`src/rtl/bidir_bus_delay.sv`:
```
// bidir_bus_delay
//   Clocked half-duplex bridge between two tri-state bus agents (side A and
//   side B). Each direction has a fixed DELAY-stage {valid,data} pipeline.
//   An ownership FSM decides which side may push data. It also enforces a
//   TURNAROUND idle gap between owners, and it flags contention instead of
//   resolving it.
//
// Ports
//   clk, rst_n     rising-edge clock, asynchronous active-low reset
//   a_oe, a_do     side A drive enable / drive data
//   a_drv, a_q     delayed B data toward side A (valid / data)
//   b_oe, b_do     side B drive enable / drive data
//   b_drv, b_q     delayed A data toward side B (valid / data)
//   dir            0 IDLE, 1 A2B, 2 B2A, 3 TURN or CONFLICT
//   conflict       sticky contention flag, cleared only by reset
//   turn_err       high while any oe is asserted during TURN

module bidir_bus_delay #(
  parameter int WIDTH      = 8,
  parameter int DELAY      = 4,
  parameter int TURNAROUND = 2
) (
  input  logic             clk,
  input  logic             rst_n,
  input  logic             a_oe,
  input  logic [WIDTH-1:0] a_do,
  output logic             a_drv,
  output logic [WIDTH-1:0] a_q,
  input  logic             b_oe,
  input  logic [WIDTH-1:0] b_do,
  output logic             b_drv,
  output logic [WIDTH-1:0] b_q,
  output logic [1:0]       dir,
  output logic             conflict,
  output logic             turn_err
);

  typedef enum logic [2:0] {
    IDLE     = 3'd0,
    A2B      = 3'd1,
    B2A      = 3'd2,
    TURN     = 3'd3,
    CONFLICT = 3'd4
  } state_e;

  localparam int CW = (TURNAROUND > 1) ? $clog2(TURNAROUND) : 1;
  localparam logic [CW-1:0] TURN_LOAD = CW'((TURNAROUND > 0) ? TURNAROUND - 1 : 0);

  state_e           state_q;
  logic [CW-1:0]    turnCnt_q;
  logic             conflict_q;

  logic [DELAY-1:0] pipeAValid_q;
  logic [WIDTH-1:0] pipeAData_q [DELAY];
  logic [DELAY-1:0] pipeBValid_q;
  logic [WIDTH-1:0] pipeBData_q [DELAY];

  logic             pushA;
  logic             pushB;

  // A side may push while it owns the bus. It may also push on the IDLE edge
  // that grants it ownership, so the first beat of a burst is not lost.
  assign pushA = a_oe && ((state_q == A2B) || ((state_q == IDLE) && !b_oe));
  assign pushB = b_oe && ((state_q == B2A) || ((state_q == IDLE) && !a_oe));

  // Ownership FSM. When an owner releases (or contention clears), the FSM
  // goes through TURN for TURNAROUND cycles. With no gap configured, it
  // returns straight to IDLE.
  always_ff @(posedge clk or negedge rst_n) begin
    if (!rst_n) begin
      state_q    <= IDLE;
      turnCnt_q  <= '0;
      conflict_q <= 1'b0;
    end else begin
      case (state_q)
        IDLE: begin
          if (a_oe && b_oe) begin
            state_q    <= CONFLICT;
            conflict_q <= 1'b1;
          end else if (a_oe) begin
            state_q <= A2B;
          end else if (b_oe) begin
            state_q <= B2A;
          end
        end
        A2B, B2A: begin
          if ((state_q == A2B) ? b_oe : a_oe) begin
            state_q    <= CONFLICT;
            conflict_q <= 1'b1;
          end else if (!((state_q == A2B) ? a_oe : b_oe)) begin
            if (TURNAROUND == 0) begin
              state_q <= IDLE;
            end else begin
              state_q   <= TURN;
              turnCnt_q <= TURN_LOAD;
            end
          end
        end
        TURN: begin
          if (turnCnt_q == '0) begin
            state_q <= IDLE;
          end else begin
            turnCnt_q <= turnCnt_q - CW'(1);
          end
        end
        CONFLICT: begin
          if (!a_oe && !b_oe) begin
            if (TURNAROUND == 0) begin
              state_q <= IDLE;
            end else begin
              state_q   <= TURN;
              turnCnt_q <= TURN_LOAD;
            end
          end
        end
        default: state_q <= IDLE;
      endcase
    end
  end

  // Both pipelines shift every cycle whatever the FSM state. This lets an
  // old direction drain while the new one fills. Data is forced to zero on
  // invalid stages.
  always_ff @(posedge clk or negedge rst_n) begin
    if (!rst_n) begin
      pipeAValid_q <= '0;
      pipeBValid_q <= '0;
      for (int i = 0; i < DELAY; i++) begin
        pipeAData_q[i] <= '0;
        pipeBData_q[i] <= '0;
      end
    end else begin
      pipeAValid_q[0] <= pushA;
      pipeAData_q[0]  <= pushA ? a_do : '0;
      pipeBValid_q[0] <= pushB;
      pipeBData_q[0]  <= pushB ? b_do : '0;
      for (int i = 1; i < DELAY; i++) begin
        pipeAValid_q[i] <= pipeAValid_q[i-1];
        pipeAData_q[i]  <= pipeAData_q[i-1];
        pipeBValid_q[i] <= pipeBValid_q[i-1];
        pipeBData_q[i]  <= pipeBData_q[i-1];
      end
    end
  end

  assign b_drv = pipeAValid_q[DELAY-1];
  assign b_q   = pipeAData_q[DELAY-1];
  assign a_drv = pipeBValid_q[DELAY-1];
  assign a_q   = pipeBData_q[DELAY-1];

  always_comb begin
    dir = 2'd3;
    case (state_q)
      IDLE:    dir = 2'd0;
      A2B:     dir = 2'd1;
      B2A:     dir = 2'd2;
      default: dir = 2'd3;
    endcase
  end

  assign conflict = conflict_q;
  assign turn_err = (state_q == TURN) && (a_oe || b_oe);

endmodule

```
`config.mk`:
```
export PLATFORM = sky130hd
export DESIGN_NAME = bidir_bus_delay
export DESIGN_NICKNAME = d
export VERILOG_FILES = /design/src/rtl/bidir_bus_delay.sv
export SDC_FILE = /design/constraint.sdc
export NUM_CORES = 1
export LEC_CHECK = 0
export CAP_MARGIN = 20
export CORE_MARGIN = 1.5
export CORE_UTILIZATION = 53
export CTS_BUF_LIST = sky130_fd_sc_hd__clkbuf_8
export DETAILED_ROUTE_END_ITERATION = 12
export GPL_ROUTABILITY_DRIVEN = 0
export HOLD_SLACK_MARGIN = 0.1
export PLACE_DENSITY = 0.76
export SLEW_MARGIN = 20
export SYNTH_ARGS = -nofsm -noshare
export SYNTH_HDL_FRONTEND = slang
export SYNTH_SLANG_ARGS = --single-unit
```
`constraint.sdc`:
```
create_clock -name clk -period 2 [get_ports clk]
set_clock_uncertainty 0.1 [all_clocks]
set_input_delay 0.4 -clock clk [delete_from_list [all_inputs] [get_ports clk]]
set_output_delay 0.4 -clock clk [all_outputs]
set_load 0.01 [all_outputs]
```
==> After elaboration in Yosys (flattened, before gate mapping) <==
Index checks and enable logic that the tools add are counted.
{ "op_classes": {"n_reduce_logical": 19, "muxes": 21, "n_eq_ne": 12, "n_addsub": 1} }
{ "op_table": {"columns": ["cell", "n"], "rows": [
  ["2-to-1 mux 3 bit", 7],
  ["2-to-1 mux 8 bit", 2],
  ["one-hot mux 3 bit (4 select lines)", 1],
  ["inequality test 2 bit, second input constant", 5],
  ["2-to-1 mux 1 bit", 8],
  ["AND reduction 4 bit", 2],
  ["logical AND 1 bit", 7],
  ["== test 3 x 2 -> 1 bit, second input constant", 2],
  ["one-hot mux 2 bit (3 select lines)", 1],
  ["inequality test 4 x 3 -> 1 bit, second input constant", 1],
  ["== test 3 x 1 -> 1 bit, second input constant", 1],
  ["== test 3 bit, second input constant", 1],
  ["zero test 3 bit", 1],
  ["logical OR 1 bit", 3],
  ["inequality test 3 bit, second input constant", 1],
  ["one-hot mux 1 bit (3 select lines)", 1],
  ["AND reduction 3 bit", 1],
  ["nonzero test 3 bit", 1],
  ["zero test 1 bit", 2],
  ["inequality test 2 x 1 -> 1 bit, second input constant", 1],
  ["one-hot mux 1 bit (2 select lines)", 1],
  ["nonzero test 2 bit", 1],
  ["OR reduction 2 bit", 1],
  ["subtractor 1 bit, second input constant", 1]
]} }
{ "word_totals": {"out_inout_bits": 22, "regBits": 77, "wordCells": 66, "input_bits": 20} }

==> Depth between registers and ports, before layout <==
Gate-level depths: netlist of run 1.
{ "depth": {"word_depth": 5, "mapped_depth": 4, "depth_no_buf": 3} }

==> Worst setup path after synthesis of run 1 <==
OpenSTA, ideal clock, no wires.
{ "synth_timing": {"kind": "register to output", "start": "register state_q[2]", "end": "output turn_err", "stages_incl_launch_ff": 5, "required_time_ns": 1.500, "path_slack_ns": 0.528, "n_path_buf": 1, "arrival_ns": 0.972, "cell_sequence": "dfrtp_1 > buf_6 > inv_1 > nand2_1 > nor3b_1"} }
{ "synth_between": {"elab_chain_cells": 2} }
{ "synth_lines": {"columns": ["item", "line", "text"], "rows": [
  ["start, declared", "49", "state_e state_q;"],
  ["start signal, assigned", "71", "state_q <= IDLE;"],
  ["start signal, assigned", "78", "state_q <= CONFLICT;"],
  ["start signal, assigned", "81", "state_q <= A2B;"],
  ["== test 3 x 2 -> 1 bit", "162", "assign turn_err = (state_q == TURN) && (a_oe || b_oe);"],
  ["logical AND 1 bit", "162", null],
  ["end, declared", "35", "output logic turn_err"]
]} }
Every way passes these cells.

==> Worst setup path after layout of run 1 <==
{ "layout_timing": {"start": "register state_q[2]", "end": "output dir[0]"} }
{ "layout_between": {"elab_chain_cells": 2, "word_cells_on_any_way": 4, "cone_classes": "eq/ne: 2; mux: 1; reduce/logical: 1"} }
{ "layout_lines": {"columns": ["item", "line", "text"], "rows": [
  ["== test 3 x 2 -> 1 bit, or another cell as far along", "153", "case (state_q)"],
  ["one-hot mux 2 bit (3 select lines) (*)", "153", null],
  ["end, declared", "33", "output logic [1:0] dir,"]
]} }
Every way passes the cells marked *; elsewhere a longest branch is shown, timed or not.

==> key figures, run 1 <==
Routing
  – WL per Instance: 13.2 um
  – Pre-Repair DR Iteration Count: 4
  – Final WL: 3180 um
  – Via count: 1,131
  – # DRC: 0
  – Vias per Instance: 4.69
  – Initial DRC Count: 145
  – ANT nets after route: 0

Status
  – Status: completed

STA
  – Final cycle utilization of the critical path: 96.4%
  – Slew Limit Fails: 0
  – Final min period: 1.93 ns
  – RSZ-0062 raised after global routing: no
  – Worst setup margin: 0.0723 ns
  – FMAX: 519 MHz
  – Slew Limit Headroom: 65.3%
  – Slew @ Worst Pin: 0.507 ns
  – Final Hold Fails: 0
  – Hold_ws: 0.244 ns
  – Final Setup Violations: 0

Clock network
  – Worst skew pair latency: 0.32 ns
  – TritonCTS clock tree: done
  – CTS Root Cell: clkbuf_8
  – Clock H-tree levels: 3
  – Clk pin slew, worst setup/hold paths: 0.07 ns
  – TritonCTS Buffers: 9
  – CTS max path bufs: 2
  – Post-CTS Setup Bufs: 0
  – CTS Sinks: 77

Placed design
  – Placed Cells: 224
  – Dpl hpwl: 2190 um
  – Port Buffers: 41
  – Place WS: -0.218 ns

Final layout
  – Fin util: 68.0%
  – Area Growth Syn to Fin: 24.1%
  – # diodes: 0
  – Nets: 204
  – Filler cells: 285
  – Fraction of layout cells with a size suffix above 1: 13.8%
  – Layout Cells excl Fill: 241

Setup path
  – Crit path launch type: flop
  – Crit path buf inv count: 2
  – Crit path DAT: 1.43 ns
  – Max stage delay on crit path: 0.38 ns
  – Worst-path fanout max: 8
  – Cells along the critical path: buf_4 -> or2_4 -> dlygate4sd2_1
  – FF-to-FF End: conflict
  – Top delay family on crit path: buffers and inverters
  – Crit. End Element: output pin
  – Crit path from: state_q[2]
  – WP depth: 3
  – Worst path slowest cell: dfrtp_1
  – Reg2reg path depth: 4
  – Worst Path Required: 1.50 ns
  – R2R Setup Slk: 0.44 ns
  – Worst Setup EP: dir[0]
  – RR Startpoint: state_q[1]
  – Kind of critical path: reg2out

Floorplan
  – Core box area: 4350 um^2
  – Initial Util: 54.8%
  – Number of top-level pins: 42
  – Chip width: 70.1 um
  – DIE HEIGHT: 70.1 um
  – Site Rows: 24
  – Die ar.: 4910 um^2

Yosys
  – Synthesis Warnings: 0
  – Synthesized area: 2380 um^2
  – Avg Synthesized Cell Area: 16.7 um^2
  – Mapped Cells: 143
  – Dominant cells by area after synthesis: dfrtp_1, buf_4, and2_1
  – Synth cell types: 28
  – Net Count, Synth: 163
  – Top FF cell, synth: dfrtp_1
  – Post-synth EDFFs: 0
  – Register bit total from synthesis: 77
  – Post-synth top area share: 80.8%
  – Commonest cells in the synthesized netlist: dfrtp_1, and2_1, buf_4, nor2_1, inv_1
  – Most frequent cell after synthesis: dfrtp_1
  – Leading area contributor after synthesis: dfrtp_1
  – Ys async rst share: 100%
  – Sequential area share after synthesis: 80.8%

Global routing
  – Routing usage on met3: 5.92%
  – Largest net degree at the start of global routing: 43
  – Met2 Use GR: 24.3%
  – Global-route wire length before repair: 5390 um
  – GR peak layer: met2
  – Antenna violations before repair: 0
  – Global route total overflow: 0
  – Tot GR Track Use: 14.9%
  – Vias in the first global route: 1,126
  – Met1 GRT Util: 17.0%

Pwr
  – Total power per unit cell area: 1210 nW/um^2
  – LEAKAGE: 1.47 nW
  – Max IR drop VDD: 0.796 mV

Worst hold path
  – Hold Path Depth: 0
  – Worst hold path type: reg2reg

Job
  – Max_cap viols: 0
where the power goes:
part	switching [W]	internal, W
Combinational	0.000338	0.000360
Sequential	0.0000914	0.00183
Clock	0.000457	0.000498
Total	0.000887	0.00269
kinds of logic after synthesis:
| kind of cell | synth area share [%] |
|---|---|
| AOI/OAI and AO/OA | 3.93 |
| DFF | 80.8 |
| buffers and inverters | 6.66 |
| and+or+nand+nor | 8.60 |
registers in the layout, summed over array words and instances, names as in the netlist:
register and flops:
pipeBValid_q 4, pipeAValid_q 4, conflict 1, turnCnt_q 1, a_q 8, b_q 8
pipeBData_q 24, pipeAData_q 24, state_q 3
per-stage QoR:
| stage | area [um^2] | total power (W) | TNS (ns) |
|---|---|---|---|
| 3_3_place_gp | 2780 | 0.00260 | -0.165 |
| 6_report | 2960 | 0.00357 | 0 |
| 3_5_place_dp | 2780 | 0.00266 | -0.218 |
| 2_1_floorplan | 2380 | 0.00238 | 0 |
| 5_1_grt | 2960 | 0.00376 | 0 |
| 4_1_cts | 2950 | 0.00361 | 0 |
cells in the final DEF (no fill, tap or decap), types with 2 or more instances in the layout:
cell and count:
dfrtp_1 77, clkdlybuf4s50_1 37, and2_1 16, clkbuf_8 11, inv_1 7, buf_4 7, nor2_1 4, nand2b_1 2
a31oi_1 2, a21oi_1 2, dlygate4sd2_1 2
layout make-up:
class                      instances  area [um^2]  area share, %
tap                               52         65.1           2.20
clock inverter                     5         20.0          0.677
inverter                           3         11.3          0.381
timing repair buffer              49          480           16.2
clock buffer                      11          151           5.12
sequential                        77         1930           65.1
multi-input combinational         44          304           10.3
worst min path at each step:
stage                                from              end
after floorplan                     rst_n           a_q[0]
after global placement    pipeBData_q[13]           a_q[5]
after detailed placement   pipeBData_q[9]           a_q[1]
after CTS                 pipeAData_q[30]  pipeAData_q[22]
after global routing      pipeBData_q[13]           a_q[5]
final                     pipeAData_q[30]  pipeAData_q[22]
routing by layer:
layer,up-vias,wire (um)
li1,526,-
met4,0,66
met3,6,183
met1,551,1270
met5,-,0
met2,48,1660
timing repair:
item / 4_1_cts / 5_1_grt
pin swaps: 0 / 0
endpoints found under the hold margin: 41 / 0
resized for setup: 3 / 2
hold buffers: 1 / 0
endpoints found under the setup margin: 3 / 1
(Power assumes the default switching activity.)
==> run 2: changes to the inputs <==
- SLEW_MARGIN: 20 -> 10
==> results of run 2 <==
Same layout as run 1: the final DEF is identical, and so are final timing and power.
